$ cat config.mk
export PLATFORM = sky130hd
export DESIGN_NAME = wrr_stream_arbiter
export DESIGN_NICKNAME = d
export VERILOG_FILES = /design/src/rtl/wrr_stream_arbiter.sv
export SDC_FILE = /design/constraint.sdc
export NUM_CORES = 1
export LEC_CHECK = 0
export CAP_MARGIN = 20
export CORE_MARGIN = 3
export CORE_UTILIZATION = 34
export DETAILED_ROUTE_END_ITERATION = 10
export PLACE_DENSITY = 0.94
export SYNTH_ARGS = -nofsm -noshare
export SYNTH_HDL_FRONTEND = slang
export SYNTH_SLANG_ARGS = --single-unit
$ cat constraint.sdc
create_clock -name clk -period 2.6 [get_ports clk]
set_clock_uncertainty 0.05 [all_clocks]
set_input_delay 0.26 -clock clk [delete_from_list [all_inputs] [get_ports clk]]
set_output_delay 0.26 -clock clk [all_outputs]
set_load 0.02 [all_outputs]
$ cat src/rtl/wrr_stream_arbiter.sv
// N:1 weighted round-robin packet arbiter with a registered valid/ready output stage.
// Define WRR_STREAM_ARB_WEIGHT_EN to enable per-port weights; otherwise every turn is one packet.
module wrr_stream_arbiter #(
  parameter int PORT = 4,
  parameter int DATA = 32,
  parameter int WGT  = 4,
  localparam int IDX = $clog2(PORT)
) (
  input  logic                 clk,
  input  logic                 reset,
  input  logic [PORT-1:0]      in_valid_i,
  input  logic [PORT-1:0]      in_last_i,
  input  logic [PORT*DATA-1:0] in_data_i,
  output logic [PORT-1:0]      in_ready_o,
  input  logic [PORT*WGT-1:0]  weight_i,
  output logic                 out_valid_o,
  output logic                 out_last_o,
  output logic [DATA-1:0]      out_data_o,
  output logic [IDX-1:0]       out_port_o,
  input  logic                 out_ready_i
);

  typedef enum logic {IDLE = 1'b0, BURST = 1'b1} state_t;

  state_t          state_q;
  logic [IDX-1:0]  ptr_q;
  logic [IDX-1:0]  gnt_q;
  logic            pkt_open_q;
  logic            out_valid_q;
  logic            out_last_q;
  logic [DATA-1:0] out_data_q;
  logic [IDX-1:0]  out_port_q;

  logic [DATA-1:0] lane_data [PORT];
  logic            accept_ok;
  logic            xfer;
  logic            beat_last;
  logic            last_turn_pkt;
  logic [IDX-1:0]  ptr_d;
  logic [IDX-1:0]  pick_d;
  logic            found;
  logic [IDX:0]    cand;

  assign accept_ok = (state_q == BURST) && (!out_valid_q || out_ready_i);
  assign xfer      = accept_ok && in_valid_i[gnt_q];
  assign beat_last = in_last_i[gnt_q];
  assign ptr_d     = (gnt_q == IDX'(PORT - 1)) ? '0 : gnt_q + IDX'(1);

  genvar gi;
  generate
    for (gi = 0; gi < PORT; gi++) begin : g_lane
      assign lane_data[gi]  = in_data_i[gi*DATA +: DATA];
      assign in_ready_o[gi] = accept_ok && (gnt_q == IDX'(gi));
    end
  endgenerate

  // First requester at or after ptr_q, wrapping modulo PORT (PORT need not be 2^n).
  always_comb begin
    pick_d = '0;
    found  = 1'b0;
    cand   = '0;
    for (int k = 0; k < PORT; k++) begin
      cand = {1'b0, ptr_q} + (IDX+1)'(k);
      if (cand >= (IDX+1)'(PORT)) cand = cand - (IDX+1)'(PORT);
      if (!found && in_valid_i[cand[IDX-1:0]]) begin
        found  = 1'b1;
        pick_d = cand[IDX-1:0];
      end
    end
  end

`ifdef WRR_STREAM_ARB_WEIGHT_EN
  logic [WGT-1:0] credit_q;
  logic [WGT-1:0] lane_wgt [PORT];
  generate
    for (gi = 0; gi < PORT; gi++) begin : g_wgt
      assign lane_wgt[gi] = weight_i[gi*WGT +: WGT];
    end
  endgenerate
  assign last_turn_pkt = (credit_q == '0);
`else
  logic unused_weight;
  assign unused_weight = ^weight_i;
  assign last_turn_pkt = 1'b1;
`endif

  always_ff @(posedge clk) begin
    if (reset) begin
      state_q     <= IDLE;
      ptr_q       <= '0;
      gnt_q       <= '0;
      pkt_open_q  <= 1'b0;
      out_valid_q <= 1'b0;
      out_last_q  <= 1'b0;
      out_data_q  <= '0;
      out_port_q  <= '0;
`ifdef WRR_STREAM_ARB_WEIGHT_EN
      credit_q    <= '0;
`endif
    end else begin
      if (xfer) begin
        out_valid_q <= 1'b1;
        out_last_q  <= beat_last;
        out_data_q  <= lane_data[gnt_q];
        out_port_q  <= gnt_q;
      end else if (out_ready_i) begin
        out_valid_q <= 1'b0;
      end

      case (state_q)
        IDLE: begin
          if (found) begin
            gnt_q   <= pick_d;
            state_q <= BURST;
`ifdef WRR_STREAM_ARB_WEIGHT_EN
            credit_q <= lane_wgt[pick_d];
`endif
          end
        end
        BURST: begin
          if (xfer) begin
            if (beat_last) begin
              pkt_open_q <= 1'b0;
              if (last_turn_pkt) begin
                ptr_q   <= ptr_d;
                state_q <= IDLE;
              end
`ifdef WRR_STREAM_ARB_WEIGHT_EN
              else begin
                credit_q <= credit_q - WGT'(1);
              end
`endif
            end else begin
              pkt_open_q <= 1'b1;
            end
          end else if (!pkt_open_q && !in_valid_i[gnt_q]) begin
            // Idle between packets forfeits the rest of the turn; mid-packet gaps keep the lock.
            ptr_q   <= ptr_d;
            state_q <= IDLE;
          end
        end
      endcase
    end
  end

  assign out_valid_o = out_valid_q;
  assign out_last_o  = out_last_q;
  assign out_data_o  = out_data_q;
  assign out_port_o  = out_port_q;

endmodule

Word-level counts from Yosys, hierarchy flattened. Index checks and enable logic that the tools add are counted. Widths: inputs -> output; s select.

Bits in registers: 42. Bits in latches: 0. Bits in writable memories: 0. Memory bits (read-only): 0. Bits of input ports: 155. Output and inout port bits: 40. Word-level logic and storage cells: 93. Memories: 0.

Add/sub/neg operators: 8. Multiply operators: 0. Divide/modulo/power cells: 0. $lt $le $gt $ge: 10. Equality and inequality tests: 4. Shift operators: 0. Mux-type cells: 38. Bitwise logic cells: 2. Reductions and logical operators: 23.

Operator list (count): $bmux 32 s2 (1); $mux 32 (2); $mux 2 (12); $mux 1 (16); $lt 2x3->1 const B (5); $bmux 1 s2 (6); $ge 3x3->1 const B (4); $logic_and 1x1->1 (10); $sub 2x1->2 const B (4); $add 2x2->3 const B (2); $logic_not 1->1 (6); $eq 2x2->1 const B (2); $reduce_and 2->1 (2); $reduce_bool 2->1 (2); $add 2x1->3 const B (1); $ge 2x3->1 const B (1); $not 2->3 (1); $reduce_and 3->1 (1); $add 2x1->2 const B (1); $eq 2x1->1 const B (1); $logic_not 2->1 (1); $ne 2x1->1 const B (1); $pmux 1 s2 (1); $logic_or 1x1->1 (1); $not 1->1 (1).

Longest topological paths before layout.
Depth after elaboration: 16. Depth in mapped cells: 7. Gate-level depth less buffers: 5.

Least setup slack after synthesis. Ideal clock, no wire load.

Kind: reg2reg. Start point: register gnt_q[0]. End point: register ptr_q[0]. Library setup time: 62 ps. Data arrival time: 1789 ps. Data required time: 2488 ps. Setup slack: 699 ps. Stages on the path, launching flop included: 6. Cells stage by stage: dfxtp_1 -> buf_6 -> mux4_2 -> and4_4 -> or4_1 -> nand3_1.

Cells in the longest elaborated chain, start to end: 6. Elaborated cells on any way between the ends: 16.

RTL lines: start, declared (RTL line 27) `logic [IDX-1:0] gnt_q;`; start signal, assigned (RTL line 113) `gnt_q <= pick_d;`; $bmux 1 s2 (RTL line 45, 136); $mux 1 (implied by the code) (RTL line 45, 136); $logic_not 1->1 (RTL line 136) `end else if (!pkt_open_q && !in_valid_i[gnt_q]) begin`; $logic_and 1x1->1 (RTL line 136); $reduce_bool 2->1 (no source line); $reduce_and 3->1 (no source line); end signal, assigned (RTL line 125) `ptr_q <= ptr_d;`; end signal, assigned (RTL line 138) `ptr_q <= ptr_d;`; end, declared (RTL line 26) `logic [IDX-1:0] ptr_q;`.

Parallel ways exist; a longest one is shown, timed or not. The select of a mux whose other input is x is not followed. A chain may end at the register's enable or synchronous reset.

Worst setup path after layout.
Start point: register gnt_q[0]. End point: output in_ready_o[2].

Cells in the longest elaborated chain, start to end: 2.

RTL lines: $eq 2x2->1 (RTL line 53) `assign in_ready_o[gi] = accept_ok && (gnt_q == IDX'(gi));`; $logic_and 1x1->1 (RTL line 53); end, declared (RTL line 14) `output logic [PORT-1:0] in_ready_o,`.

Every way passes these cells.

==> run_results.csv <==
group,metric,value,unit
global_routing,antenna_violations_before_repair,0,
global_routing,gr-total-overflow,0,
yosys,syn-instance-count,254,
timing,final_hold_fails,0,
cts,clock-root-buffer,"clkbuf_8",
yosys,synth_compound_gate_area_share,10.8,%
place,place_ws,0.288,ns
power,pwr-share-clk,25.0,%
power,p_seq_share,37.3,%
cts,clkLatencyLatePin,0.28,ns
yosys,post-synth-top-area-cell,"dfxtp_1",
worst_hold_path,min_path_cells,2,
run,drv_cap,0,
yosys,mappedNetlistNets,413,
timing,unrepaired_setup_endpoints_after_global_routing,"no",
timing,min_period,2.24,ns
yosys,basic_gate_share_of_the_synthesized_area_counting_and_or_nand_and_nor_cells,16.4,%
critical_path,critPathCaptureType,"primary output",
timing,timing.hold.ws,0.405,ns
power,internal_power,1.44,mW
cts,post_cts_hold_buffer_count,0,
routing,detailedRoute.firstPassIterationCount,4,
timing,timing.final.setup_violations,0,
yosys,synthAdderAreaFrac,2.02,%
routing,post_drt_wl_per_cell,17.1,um
final_layout,final_cells,523,
critical_path,crit_type,"reg -> out",
power,switching_share,28.0,%
critical_path,crit_path_dat,1.93,ns
final_layout,multi_input_comb_area,0.00151,mm2
timing,final_critical_path_setup_slack,0.356,ns
yosys,ys.warnings.count,0,
place,placed_cell_area,0.00435,mm2
power,power_per_cell_area,448,mW/mm2
die,die_width,91.4,um
routing,post_drt_via_cell_ratio,5.20,
yosys,synth.top_cells.by_area,"dfxtp_1 (34%), mux4_2 (28%), nand2_1 (11%)",
yosys,synth_mux_area_share,31.7,%
global_routing,first_pass_grt_wire_length,13900,um
die,num_io_pins,195,
place,detailed_place_hpwl,7400,um
yosys,yosys.area_share.xor_xnor,0,%
yosys,post_synthesis_area_per_instance,9.77,um2
die,floorplan.core_area,0.00694,mm2
routing,drt_iter0_drc,94,
routing,drc,0,
cts,cts-htree-levels,2,
yosys,synth_sequential_area_ratio,33.9,%
die,floorplan.die_area,0.00836,mm2
cts,cts.sink_count,42,
critical_path,critPathLaunchType,"flip-flop",
place,gp_congestion,0.833,
yosys,post_synth_instance_area,0.00248,mm2
cts,clock_tree_from_tritoncts,"built",
global_routing,vias_in_the_first_global_route,2951,
worst_hold_path,worst_min_path_class,"reg -> reg",
die,vertical_die_dimension,91.4,um
critical_path,required,2.29,ns
place,port-buffer-count,178,
cts,cts_max_path_buffers,2,
timing,max_clock_freq,446,MHz
final_layout,final_core_utilization,64.2,%
final_layout,final-seq-area,843,um2
yosys,synth_top_cell_area_share,33.9,%
power,total_power,2.00,mW
final_layout,total_inserted_antenna_cells,0,
final_layout,share_of_cells_above_drive_strength_1,11.5,%
yosys,number_of_register_bits_inferred_by_synthesis,42,
timing,setup-tns-final,0,ns
critical_path,reg2regPathDepth,4,
cts,cts.repair.resized,0,
critical_path,crit_path_max_fanout,15,
place,cell_count_after_placement,515,
power,power_switching,0.559,mW
power,leakagePower,1.56,nW
global_routing,globalRouteTotalUtil,20.7,%
final_layout,filler_cell_count,558,
yosys,synthDistinctLibCells,27,
power,ir_worst_vdd,0.000312,V
critical_path,reg2reg_setup_slack,0.61,ns
die,floorplan.rows,30,
timing,maxSlewViolCount,0,
timing,max-slew-margin-rel,45.5,%
final_layout,area_growth,79.6,%
cts,cts_setup_buffers,0,
routing,final_antenna_net_count,0,
yosys,largest_family_of_logic_cells_by_synthesized_area,"multiplexers",
cts,cts.reportedPaths.clkPinSlew,0.07,ns
timing,final_min_period_over_clock_period,86.3,%
power,pwr-share-comb,37.7,%
cts,cts_buffer_count,5,
outcome,status,"finished, final reports clean",
routing,detailroute.via_count,2722,
die,floorplan.initialDensity,35.7,%
timing,tightest_slew,0.806,ns
final_layout,layout.cell_area.non_filler,0.00446,mm2
final_layout,design.final.nets,585,
global_routing,grt_max_degree,29,
routing,finalWirelength,8930,um
logic make-up after synthesis:
kind of cell | count (synthesis)
and+or+nand+nor | 95
AOI/OAI and AO/OA | 49
DFF | 42
muxes | 35
buffers and inverters | 29
adders and majority gates | 4
layout make-up:
cell class	instances	area share (%)
clock buffer	7	1.71
clock inverter	1	0.674
inverter	7	0.590
multi-input combinational	183	33.9
sequential	42	18.9
tap	96	2.70
timing repair buffer	187	41.5
routing by layer:
layer  vias up  routed length (um)  track usage, %
met5         -                   0               0
met4         0                 177            5.90
met3        12                1040            8.53
met2       160                4660            38.3
met1      1281                3050            21.0
li1       1269                   -               -
critical path, cell delays in order, from the launching register on:
cell and delay [ns]:
dfxtp_2 0.38, buf_4 0.29, inv_1 0.10, ha_1 0.20, and3_1 0.15, clkdlybuf4s50_1 0.55
state kept, by name, indices dropped and copies added (netlist names):
register / count
gnt_q: 2
out_data_o: 32
out_last_o: 1
out_port_o: 2
out_valid_o: 1
pkt_open_q: 1
ptr_q: 2
state_q: 1
path summary, 6_finish.rpt:
check | start | to
min reg2reg | out_data_o[10] | out_data_o[10]
max reg2reg | gnt_q[1] | ptr_q[0]
min | out_data_o[10] | out_data_o[10]
max | gnt_q[0] | in_ready_o[2]
layout by cell type (no fill, tap or decap), types with 2 or more instances in the layout:
cell type	Yosys	layout
mux4_2	31	31
nand3_1	2	2
or4_1	2	2
nor2_1	3	3
mux4_1	3	3
a32oi_1	2	2
dfxtp_2	0	2
clkbuf_1	10	2
buf_4	0	9
dfxtp_1	42	40
clkdlybuf4s50_1	0	178
nand2_1	74	74
ha_1	4	4
o21ai_0	2	2
inv_1	7	7
clkbuf_8	0	5
nand2b_1	3	3
and3_1	7	7
a21oi_1	41	41
cells in the mapped netlist (all sizes together):
| cell | count |
|---|---|
| nand2 | 74 |
| mux4 | 34 |
| a21oi | 41 |
| mux2i | 1 |
| dfxtp | 42 |
| clkbuf | 10 |
| a32oi | 2 |
| o21ai | 2 |
| nand2b | 3 |
| a21o | 1 |
| ha | 4 |
| inv | 7 |
| o311ai | 1 |
| or3 | 1 |
| nor4 | 1 |
| and4 | 1 |
| nand4 | 1 |
| a221o | 1 |
| nand3 | 2 |
| nor2 | 3 |
| or4 | 2 |
| buf | 12 |
| o41ai | 1 |
| and3 | 7 |
power groups by stage:
stage	Sequential [mW]	Clock, mW	Combinational, mW
6_report	0.745	0.500	0.753
5_1_grt	0.753	0.545	0.806
4_1_cts	0.745	0.518	0.758
3_5_place_dp	0.760	0	0.757
3_3_place_gp	0.755	0	0.733
2_1_floorplan	0.794	0	0.342
(Power assumes the default switching activity.)
